**config.mk**
```make
export PLATFORM = sky130hd
export DESIGN_NAME = instr_sequencer
export DESIGN_NICKNAME = d
export VERILOG_FILES = /design/src/rtl/instr_sequencer.sv
export SDC_FILE = /design/constraint.sdc
export NUM_CORES = 1
export LEC_CHECK = 0
export CORE_ASPECT_RATIO = 1.5
export CORE_MARGIN = 10
export CORE_UTILIZATION = 51
export DETAILED_ROUTE_END_ITERATION = 16
export GPL_TIMING_DRIVEN = 0
export HOLD_SLACK_MARGIN = 0.15
export PLACE_DENSITY = 0.78
export REMOVE_ABC_BUFFERS = 1
export SYNTH_ARGS = -nofsm -noshare
export SYNTH_HDL_FRONTEND = slang
export SYNTH_SLANG_ARGS = --single-unit
```
**constraint.sdc**
```tcl
create_clock -name sysclk -period 2.8 [get_ports sysclk]
set_input_delay 0.28 -clock sysclk [delete_from_list [all_inputs] [get_ports sysclk]]
set_output_delay 0.28 -clock sysclk [all_outputs]
set_load 0.1 [all_outputs]
```
**src/rtl/instr_sequencer.sv**
```systemverilog
// Multicycle control FSM for the RISC-V simple datapath: fetch, decode, execute,
// memory and write-back, with memory handshakes, halt/error reporting and a retire counter.
module instr_sequencer #(
    parameter int TIMEOUT_CYCLES = 255,
    parameter int CNT_W          = 32
) (
    input  logic             sysclk,
    input  logic             reset,
    input  logic             start,
    input  logic [6:0]       opcode,
    input  logic             alu_zero,
    input  logic             imem_ack,
    input  logic             dmem_ack,
    output logic             imem_req,
    output logic             dmem_req,
    output logic             dmem_we,
    output logic             ir_we,
    output logic             rf_we,
    output logic             pc_en,
    output logic             pc_src,
    output logic             halted,
    output logic             err,
    output logic [CNT_W-1:0] instr_count,
    output logic [2:0]       o_dbg_state
);

    typedef enum logic [2:0] {
        S_IDLE   = 3'd0,
        S_FETCH  = 3'd1,
        S_DECODE = 3'd2,
        S_EXEC   = 3'd3,
        S_MEM    = 3'd4,
        S_WB     = 3'd5,
        S_HALT   = 3'd6
    } state_t;

    typedef enum logic [1:0] {
        C_ALU    = 2'd0,
        C_LOAD   = 2'd1,
        C_STORE  = 2'd2,
        C_BRANCH = 2'd3
    } cls_t;

    localparam logic [6:0]  OP_R      = 7'b0110011;
    localparam logic [6:0]  OP_I      = 7'b0010011;
    localparam logic [6:0]  OP_LOAD   = 7'b0000011;
    localparam logic [6:0]  OP_STORE  = 7'b0100011;
    localparam logic [6:0]  OP_BRANCH = 7'b1100011;
    localparam logic [6:0]  OP_SYSTEM = 7'b1110011;
    localparam logic [15:0] TO_LAST   = 16'(TIMEOUT_CYCLES - 1);

    state_t            r_state, w_next;
    cls_t              r_cls, w_cls_next;
    logic              r_err;
    logic [15:0]       r_to_cnt;
    logic [CNT_W-1:0]  r_count;
    logic              w_err_set, w_to_clr, w_to_inc;

    // Handshake: a request (imem_req/dmem_req) stays high until its ack is seen; the
    // transfer completes in the ack cycle. Acks seen outside the request state are ignored.
    always_comb begin
        w_next     = r_state;
        w_cls_next = r_cls;
        w_err_set  = 1'b0;
        w_to_clr   = 1'b0;
        w_to_inc   = 1'b0;
        imem_req   = 1'b0;
        dmem_req   = 1'b0;
        dmem_we    = 1'b0;
        ir_we      = 1'b0;
        rf_we      = 1'b0;
        pc_en      = 1'b0;
        pc_src     = 1'b0;
        case (r_state)
            S_IDLE: begin
                if (start) begin
                    w_next   = S_FETCH;
                    w_to_clr = 1'b1;
                end
            end
            S_FETCH: begin
                imem_req = 1'b1;
                if (imem_ack) begin
                    ir_we  = 1'b1;
                    w_next = S_DECODE;
                end else if (r_to_cnt == TO_LAST) begin
                    w_next    = S_HALT;
                    w_err_set = 1'b1;
                end else begin
                    w_to_inc = 1'b1;
                end
            end
            S_DECODE: begin
                w_next = S_EXEC;
                case (opcode)
                    OP_R, OP_I: w_cls_next = C_ALU;
                    OP_LOAD:    w_cls_next = C_LOAD;
                    OP_STORE:   w_cls_next = C_STORE;
                    OP_BRANCH:  w_cls_next = C_BRANCH;
                    OP_SYSTEM:  w_next     = S_HALT;
                    default: begin
                        w_next    = S_HALT;
                        w_err_set = 1'b1;
                    end
                endcase
            end
            S_EXEC: begin
                case (r_cls)
                    C_BRANCH: begin
                        pc_en    = 1'b1;
                        pc_src   = alu_zero;
                        w_next   = S_FETCH;
                        w_to_clr = 1'b1;
                    end
                    C_LOAD, C_STORE: begin
                        w_next   = S_MEM;
                        w_to_clr = 1'b1;
                    end
                    default: w_next = S_WB;
                endcase
            end
            S_MEM: begin
                dmem_req = 1'b1;
                dmem_we  = (r_cls == C_STORE);
                if (dmem_ack) begin
                    if (r_cls == C_STORE) begin
                        pc_en    = 1'b1;
                        w_next   = S_FETCH;
                        w_to_clr = 1'b1;
                    end else begin
                        w_next = S_WB;
                    end
                end else if (r_to_cnt == TO_LAST) begin
                    w_next    = S_HALT;
                    w_err_set = 1'b1;
                end else begin
                    w_to_inc = 1'b1;
                end
            end
            S_WB: begin
                rf_we    = 1'b1;
                pc_en    = 1'b1;
                w_next   = S_FETCH;
                w_to_clr = 1'b1;
            end
            S_HALT:  w_next = S_HALT;
            default: w_next = S_IDLE;
        endcase
    end

    always_ff @(posedge sysclk or posedge reset) begin
        if (reset) begin
            r_state  <= S_IDLE;
            r_cls    <= C_ALU;
            r_err    <= 1'b0;
            r_to_cnt <= '0;
            r_count  <= '0;
        end else begin
            r_state <= w_next;
            r_cls   <= w_cls_next;
            if (w_err_set) r_err <= 1'b1;
            if (w_to_clr) r_to_cnt <= '0;
            else if (w_to_inc) r_to_cnt <= r_to_cnt + 16'd1;
            if (pc_en) r_count <= r_count + CNT_W'(1);
        end
    end

    assign halted      = (r_state == S_HALT);
    assign err         = r_err;
    assign instr_count = r_count;
    assign o_dbg_state = r_state;

endmodule

```
==> qor.yml, run 1 <==
dr.pass1.iters: 4
ios: 57
cpLargestDelayFamily: "buffers and inverters"
clk_pin_slew_ns: 0.10
ant_nets: 0
nFillCells: 434
power_density_nw_per_um2: 753
synth_top_area_share_pct: 47.9
insertion_delay_ns: 0.31
die_height_um: 111
p_leak_uw: 0.00151
relSlewSlack_pct: 32.4
grt_pass1_wl_um: 10900
antenna_found_initial: 0
htreeDepth: 2
overflow: 0
rsz0062_at_grt: "no"
whs_ns: 0.242
post_drt_wl_per_cell_um: 15.2
viasPerCell: 5.46
cap_violations: 0
grt_max_degree: 41
fin_util_pct: 66.1
pre_cts_slack_ns: -0.163
dpl-instance-area_um2: 3470
synth_area_um2: 2820
cp-end-kind: "output port"
cts_buffer_depth: 2
cp_cell_sequence: "nand2b_1 > nor2_1 > clkdlybuf4s50_1"
fp.dieArea_um2: 8970
cts_sinks: 54
yosys_register_bits: 54
final_nets: 358
synth.avg_cell_area_um2: 10.1
grt_pass1_vias: 2236
fin_crit_sh_pct: 95.6
dp_hpwl_um: 4820
worst_pin_slew_ns: 1.01
core_area_um2: 5410
cts_made_buffers: 5
cp_num_buf_inv: 1
r2r_start: "o_dbg_state[1]$_DFFE_PP0P_"
crit_slowest_cell: "clkdlybuf4s50_1"
reg2reg_to: "instr_count[21]$_DFFE_PP0P_"
grt_usage_pct: 14.6
crit_start: "o_dbg_state[2]$_DFFE_PP0P_"
synth_cells: 279
setup_viol: 0
cp-start-kind: "flop"
required_ns: 2.52
synthArstFlopShare_pct: 100
crit_path_max_incr_delay_ns: 1.17
yosysUniqueCellTypes: 43
cp_max_fo: 12
cp.arrival_ns: 2.40
dieWidth_um: 80.7
post_cts_buffers: 0
yosys.area.top_type: "dfrtp_1"
dr.first_iter.drc_count: 93
place_congestion: 0.782
numPortBuffers: 56
crit_type: "reg2out"
fin_area_um2: 3580
synth.yosys.seq_area_share_pct: 47.9
initial_core_util_pct: 52.2
final.min_clock_period_ns: 2.68
drv_slew: 0
n_antenna_cell: 0
status: "completed"
syn2layout_area_growth_pct: 26.7
rows: 33
cp_num_cells: 3
hold_path_class: "in2async"
yosysMostFrequentCell: "dfrtp_1"
endpoint: "dmem_req"
num_vias: 2233
setup_ws_ns: 0.124
layout-drive-gt1-share_pct: 6.49
cts_root_buf: "clkbuf_8"
synth_common_cells: "dfrtp_1, xnor2_1, nor2_1, nand2_1, nand3_1"
r2r_cells: 5
ir_drop_mv: 0.844
ys.flop_type: "dfrtp_1"
hold_viol: 0
r2r_setup_slack_ns: 0.61
routed_wl_um: 6220
fin_skew_ns: 0.00838
synth.area.top_cells: "dfrtp_1, xnor2_1, nor2_1"
yosysWarnings: 0
cts_tree: "built"
synth_edf_count: 0
totalPowerFinal_uw: 2690
max_freq_mhz: 374
drc_errors: 0
[metal layers]
layer / track usage, % / part of all wire, %
met5: 0 / 0
met4: 4.52 / 1.1
met3: 3.81 / 6.7
met2: 25.6 / 53
met1: 16.5 / 39
[placed cells by master (no fill, tap or decap), drive strengths merged, types with 3 or more instances in the layout]
cell type      instances
ha                     7
clkdlybuf4s50         49
clkbuf                 6
dfrtp                 54
and2                   3
and4                   5
nor4                   6
nand3                 18
nor2                  30
nor3                  10
nand2b                 3
dlymetal6s2s           4
and3                   7
nor4b                  3
nand2                 23
nand4                 14
xor2                   3
o21ai                  7
a31oi                  3
xnor2                 43
inv                   13
nor3b                  3
[through the flow]
step	cells	setup TNS (ns)
6_report	409	0
4_1_cts	409	0
5_1_grt	409	0
3_3_place_gp	400	-0.125
2_1_floorplan	274	-1.39
3_5_place_dp	401	-0.163
[kinds of logic after synthesis]
group,count (synthesis),share of synthesized area [%]
and+or+nand+nor,130,26.3
AOI/OAI and AO/OA,25,6.07
buffers and inverters,17,2.39
adders and majority gates,7,3.10
DFF,54,47.9
xor gates and xnor gates,46,14.3
[power by group]
| group | internal, µW | switching, µW | leakage, µW |
|---|---|---|---|
| registers | 855 | 145 | 0.000727 |
| logic | 320 | 911 | 0.000734 |
| clock network | 204 | 260 | 0.0000478 |
[cell type report]
cell class	instances	area [µm²]	area share, %
Multi-Input combinational cell	208	1410	39.3
Sequential cell	54	1350	37.8
Timing Repair Buffer	57	589	16.5
Tap cell	70	87.6	2.45
Clock buffer	6	82.6	2.31
Inverter	12	45.0	1.26
Clock inverter	2	16.3	0.455
[sequential cells by signal, indices dropped and copies added, names as in the netlist]
name and cells:
instr_count 32, o_dbg_state 3, r_cls 2, err 1, r_to_cnt 16
[repair_timing]
item	4_1_cts	5_1_grt
cloned	0	0
endpoints found under the setup margin	3	5
hold buffers	0	0
gates resized for setup	5	5
[how the worst min path moves through the flow]
stage	from	to	slack [ns]	cells after the start
floorplan	opcode[5]	r_cls[1]$_DFFE_PP0P_	0.42	1
CTS	reset	r_cls[0]$_DFFE_PP0P_	0.24	2
global placement	instr_count[31]$_DFFE_PP0P_	instr_count[31]$_DFFE_PP0P_	0.46	1
finish	reset	r_cls[0]$_DFFE_PP0P_	0.24	2
global route	reset	r_cls[0]$_DFFE_PP0P_	0.25	2
detailed placement	instr_count[31]$_DFFE_PP0P_	instr_count[31]$_DFFE_PP0P_	0.47	1
(Power assumes the default switching activity.)
==> run 2: changes to the inputs <==
--- a/config.mk
+++ b/config.mk
@@ -8,10 +8,11 @@
 export CORE_ASPECT_RATIO = 1.5
 export CORE_MARGIN = 10
 export CORE_UTILIZATION = 51
+export CTS_CLUSTER_DIAMETER = 150
 export DETAILED_ROUTE_END_ITERATION = 16
 export GPL_TIMING_DRIVEN = 0
 export HOLD_SLACK_MARGIN = 0.15
-export PLACE_DENSITY = 0.78
+export PLACE_DENSITY = 0.81
 export REMOVE_ABC_BUFFERS = 1
 export SYNTH_ARGS = -nofsm -noshare
 export SYNTH_HDL_FRONTEND = slang
==> run 2 against run 1 <==
Worst hold slack got worse by 0.032 ns. Non-clock buffer count did not move. Sequential power barely moved. Largest cell class unchanged. Critical endpoint unchanged. Largest power group unchanged. Combinational power barely moved. Cell count did not move.
==> qor.yml, run 2 (synthesis results as in run 1) <==
status: "completed"
grt_usage_pct: 14.3
cp_max_fo: 13
register_area_um2: 1350
cp-start-kind: "flop"
stdcell_count: 409
worst_pin_slew_ns: 0.988
required_ns: 2.52
cap_violations: 0
p_leak_uw: 0.00152
dr.first_iter.drc_count: 119
dieWidth_um: 80.7
ant_nets: 0
htreeDepth: 2
nFillCells: 424
pwr-share-comb_pct: 44.4
setup_viol: 0
power_switching_uw: 1330
grt_pass1_vias: 2311
n_antenna_cell: 0
hold_path_class: "in2async"
grt_pass1_wl_um: 10700
rsz0062_at_grt: "no"
pwr-share-seq_pct: 36.1
layout_commonest_cell: "dfrtp_1"
die_height_um: 111
multi_input_area_um2: 1410
cts_root_buf: "clkbuf_8"
layout-drive-gt1-share_pct: 6.49
fp.dieArea_um2: 8970
fin_skew_ns: 0.00986
core_area_um2: 5410
power_density_nw_per_um2: 771
placed_cells: 401
dr.pass1.iters: 4
fin_tns_setup_ns: 0
final.min_clock_period_ns: 2.62
initial_core_util_pct: 52.2
clk_pin_slew_ns: 0.10
crit_type: "reg2out"
hold_viol: 0
overflow: 0
switching_share_pct: 48.0
routed_wl_um: 6330
ir_drop_mv: 1.03
internal_power_uw: 1440
cts_made_buffers: 5
largest_reg_flops: 32
cts_sinks: 54
max_freq_mhz: 382
cts_tree: "built"
dp_hpwl_um: 4850
cts_hold_buf: 0
insertion_delay_ns: 0.31
cp.arrival_ns: 2.34
post_cts_buffers: 0
drv_slew: 0
place_congestion: 0.809
final_cell_mix: "dfrtp_1, clkdlybuf4s50_1, xnor2_1, nor2_1, nand2_1"
cp-end-kind: "output port"
antenna_found_initial: 0
relSlewSlack_pct: 33.9
drc_errors: 0
rows: 33
viasPerCell: 5.63
ios: 57
numPortBuffers: 56
power_frac_clock_pct: 19.5
syn2layout_area_growth_pct: 27.3
fin_util_pct: 66.5
num_vias: 2303
fin_crit_sh_pct: 93.5
cts_buffer_depth: 2
final_nets: 358
post_drt_wl_per_cell_um: 15.5
grt_max_degree: 45
## run 2: cell types whose count changed in the layout (fill, tap and decap cells not counted)
cell        change
bufinv_16       +1
clkinv_4        +1
clkinvlp_4      -1
clkbuf_8        -1
## run 2: area by class of cell
type                            instances  area share [%]
Timing Repair Buffer                   57            16.4
Tap cell                               70            2.44
Inverter                               12            1.25
Clock buffer                            5            1.91
Multi-Input combinational cell        208            39.1
Clock inverter                          3            1.32
Sequential cell                        54            37.6
## run 2: what timing repair did
action	CTS	global route
cloned	0	0
resized for setup	5	5
setup endpoints to repair	3	5
## run 2: critical path, stage by stage (launching register included)
cell and delay, ns:
dfrtp_1 0.52, nand2b_1 0.26, nor2_1 0.11, clkdlybuf4s50_1 1.14
## run 2: per-stage QoR
| step | power, µW | worst slack [ns] | hold WS (ns) | cell area (µm²) |
|---|---|---|---|---|
| 6_report | 2770 | 0.181 | 0.211 | 3590 |
| 3_3_place_gp | 2230 | -0.137 | 0.460 | 3450 |
| 2_1_floorplan | 1940 | -1.02 | 0.420 | 2800 |
| 5_1_grt | 2910 | 0.0963 | 0.226 | 3590 |
| 3_5_place_dp | 2260 | -0.169 | 0.473 | 3470 |
| 4_1_cts | 2790 | 0.00446 | 0.219 | 3580 |
## run 2: layer usage
metal	global-route usage, %	up-vias	wire length, µm	share of wire [%]
met5	0	-	0	0
met4	3.48	0	58	0.92
met3	3.90	7	369	5.8
met2	26.0	53	3410	54
met1	15.6	1147	2490	39
li1	-	1096	-	-
## run 2: power groups by stage
stage | combinational [µW] | sequential, µW | clock [µW]
CTS | 1240 | 999 | 551
floorplan | 588 | 1350 | 0
global placement | 1230 | 1010 | 0
global route | 1310 | 1020 | 586
detailed placement | 1250 | 1010 | 0
finish | 1230 | 1000 | 541
## run 2: path summary, 6_finish.rpt
kind                                             start                          end  slack [ns]  depth (start not counted)
setup / recovery            o_dbg_state[0]$_DFFE_PP0P_                     dmem_req        0.18                          3
hold / removal                                   reset  instr_count[15]$_DFFE_PP0P_        0.21                          2
setup reg to reg                  r_cls[0]$_DFFE_PP0P_  instr_count[27]$_DFFE_PP0P_        0.58                          7
hold reg to reg            instr_count[31]$_DFFE_PP0P_  instr_count[31]$_DFFE_PP0P_        0.49                          1
max in group asynchronous                        reset   instr_count[4]$_DFFE_PP0P_        2.07                          3
min in group sysclk        instr_count[31]$_DFFE_PP0P_  instr_count[31]$_DFFE_PP0P_        0.49                          1
==> run 3: changes to the inputs <==
--- a/config.mk
+++ b/config.mk
@@ -5,14 +5,15 @@
 export SDC_FILE = /design/constraint.sdc
 export NUM_CORES = 1
 export LEC_CHECK = 0
+export ABC_AREA = 1
 export CORE_ASPECT_RATIO = 1.5
 export CORE_MARGIN = 10
-export CORE_UTILIZATION = 51
+export CORE_UTILIZATION = 54
 export CTS_CLUSTER_DIAMETER = 150
 export DETAILED_ROUTE_END_ITERATION = 16
 export GPL_TIMING_DRIVEN = 0
 export HOLD_SLACK_MARGIN = 0.15
-export PLACE_DENSITY = 0.81
+export PLACE_DENSITY = 0.83
 export REMOVE_ABC_BUFFERS = 1
 export SYNTH_ARGS = -nofsm -noshare
 export SYNTH_HDL_FRONTEND = slang
==> run 3 against run 2 <==
Synthesized cell count increased by 76%. Clock skew increased by 0.0015 ns. Combinational power increased by 33%. Fmax decreased by 1.6%. Cell area increased by 15%. Sequential cell count unchanged. Worst hold slack improved by 0.11 ns. Wire length increased by 35%. First-iteration DRC count increased by 55%. Die area increased by 10%. Clock power about the same. Register-to-register slack improved by 0.05 ns. Highest routed layer unchanged.
==> qor.yml, run 3 <==
status: "completed"
core_area_um2: 6130
yosysMostFrequentCell: "nand2_1"
initial_core_util_pct: 55.3
ys.flop_type: "dfrtp_1"
cp-end-kind: "output port"
endpoint: "halted"
synth_cells: 492
place_congestion: 0.920
final_cell_mix: "nand2_1, nor2_1, dfrtp_1, clkdlybuf4s50_1, inv_1"
grt_pass1_vias: 3394
ir_drop_mv: 0.662
cts_tree: "built"
viasPerCell: 5.35
synth.yosys.seq_area_share_pct: 39.9
largest_reg_flops: 32
grt_usage_pct: 17.7
synthArstFlopShare_pct: 100
yosysUniqueCellTypes: 24
fin_crit_sh_pct: 95.0
yosysWarnings: 0
power_density_nw_per_um2: 760
routed_wl_um: 8570
synth_edf_count: 0
rows: 35
reg2reg_to: "r_to_cnt[9]$_DFFE_PP0P_"
worst_pin_slew_ns: 1.01
cp_cell_sequence: "inv_2 > nand2_1 > nor2_1 > clkdlybuf4s50_1"
required_ns: 2.52
yosys.area.top_type: "dfrtp_1"
grt_max_degree: 31
synth_common_cells: "nand2_1, nor2_1, dfrtp_1, inv_1, nand3_1"
post_cts_buffers: 0
cts_buffer_depth: 2
insertion_delay_ns: 0.31
clk_pin_slew_ns: 0.10
synth_area_um2: 3390
dieWidth_um: 84.7
hold_path_class: "in2async"
rsz0062_at_grt: "no"
drv_slew: 0
nFillCells: 546
final.min_clock_period_ns: 2.66
die_height_um: 117
layout_commonest_cell: "nand2_1"
yosys_register_bits: 54
overflow: 0
relSlewSlack_pct: 32.6
crit_type: "reg2out"
syn2layout_area_growth_pct: 22.0
antenna_found_initial: 0
synth.area.top_cells: "dfrtp_1, nand2_1, nor2_1"
num_vias: 3338
register_area_um2: 1350
cts_made_buffers: 5
fp.dieArea_um2: 9910
totalPowerFinal_uw: 3140
htreeDepth: 2
grt_pass1_wl_um: 14800
max_freq_mhz: 376
multi_input_area_um2: 1800
crit_start: "o_dbg_state[0]$_DFFE_PP0P_"
whs_ns: 0.326
crit_slowest_cell: "clkdlybuf4s50_1"
cts_sinks: 54
hold_viol: 0
dp_hpwl_um: 6710
post_drt_wl_per_cell_um: 13.7
dr.pass1.iters: 4
cp_max_fo: 8
synth.avg_cell_area_um2: 6.89
r2r_setup_slack_ns: 0.63
cap_violations: 0
cp.arrival_ns: 2.38
dr.first_iter.drc_count: 184
fin_util_pct: 67.4
cp-start-kind: "flop"
p_leak_uw: 0.00193
pre_cts_slack_ns: -0.111
fin_skew_ns: 0.0114
r2r_start: "r_cls[0]$_DFFE_PP0P_"
ios: 57
synth_top_area_share_pct: 39.9
r2r_cells: 11
numPortBuffers: 56
drc_errors: 0
layout-drive-gt1-share_pct: 4.73
setup_ws_ns: 0.140
cts_root_buf: "clkbuf_8"
crit_path_max_incr_delay_ns: 1.16
setup_viol: 0
final_nets: 570
ant_nets: 0
n_antenna_cell: 0
[run 3: changes by cell type after synthesis, sizes merged, moves of 4 or more]
cell,before,now
inv,12,52
xor2,3,13
nor4,6,0
nand2,23,183
nor3,10,3
and3,7,1
nand3,18,30
o21ai,7,16
nand4,14,21
or2,0,4
xnor2,43,11
and4,5,0
nor2,30,86
[run 3: cells by family (layout without fill, tap and decap cells)]
group | after synthesis | after routing | share of synthesized area [%]
simple gates | 331 | 331 | 41.4
buf+inv | 58 | 116 | 7.09
flops | 54 | 54 | 39.9
xor+xnor | 24 | 24 | 6.20
compound gates | 18 | 18 | 2.84
fa+ha+maj | 7 | 7 | 2.58
[run 3: cell type report]
cell class / count / share of cell area (%)
Sequential cell: 54 / 32.7
Inverter: 52 / 4.72
Tap cell: 74 / 2.24
Multi-Input combinational cell: 380 / 43.5
Clock inverter: 1 / 0.726
Clock buffer: 6 / 2.00
Timing Repair Buffer: 57 / 14.1
[run 3: critical path: cells and delay by family, from the launching register on]
family / cells / cell delay (ns)
DFF: 1 / 0.50
and+or+nand+nor: 2 / 0.28
buffers and inverters: 2 / 1.30
[run 3: routing by layer]
layer,GRT usage [%],wire length (µm),share of wire [%],up-vias
met3,3.74,414,4.8,13
met2,34.5,4770,56,99
met1,17.8,3270,38,1572
met5,0,0,0,-
li1,-,-,-,1654
met4,6.28,116,1.4,0
[run 3: power breakdown]
part | internal, µW | total [µW] | leakage (µW) | switching, µW
clock network | 287 | 544 | 0.0000573 | 257
registers | 862 | 975 | 0.000710 | 113
logic | 360 | 1630 | 0.00116 | 1270
[run 3: stage by stage]
step                instance area (µm²)  cells  TNS, ns
global route                       4130    624        0
global placement                   4000    616  -0.0983
floorplan                          3340    486   -0.369
finish                             4130    624        0
detailed placement                 4020    617   -0.111
CTS                                4130    624        0
[run 3: worst min path at each step]
stage / endpoint / slack, ns / cells after the start
2_1_floorplan: r_cls[1]$_DFFE_PP0P_ / 0.45 / 2
3_3_place_gp: err$_DFFE_PP0P_ / 0.46 / 1
3_5_place_dp: err$_DFFE_PP0P_ / 0.46 / 1
4_1_cts: instr_count[4]$_DFFE_PP0P_ / 0.34 / 2
5_1_grt: instr_count[4]$_DFFE_PP0P_ / 0.36 / 2
6_report: instr_count[4]$_DFFE_PP0P_ / 0.33 / 2
[run 3: what timing repair did]
item                                    4_1_cts  5_1_grt
resized for setup                             3        1
endpoints found under the setup margin        1        1
pin swaps                                     0        0
hold buffers                                  0        0
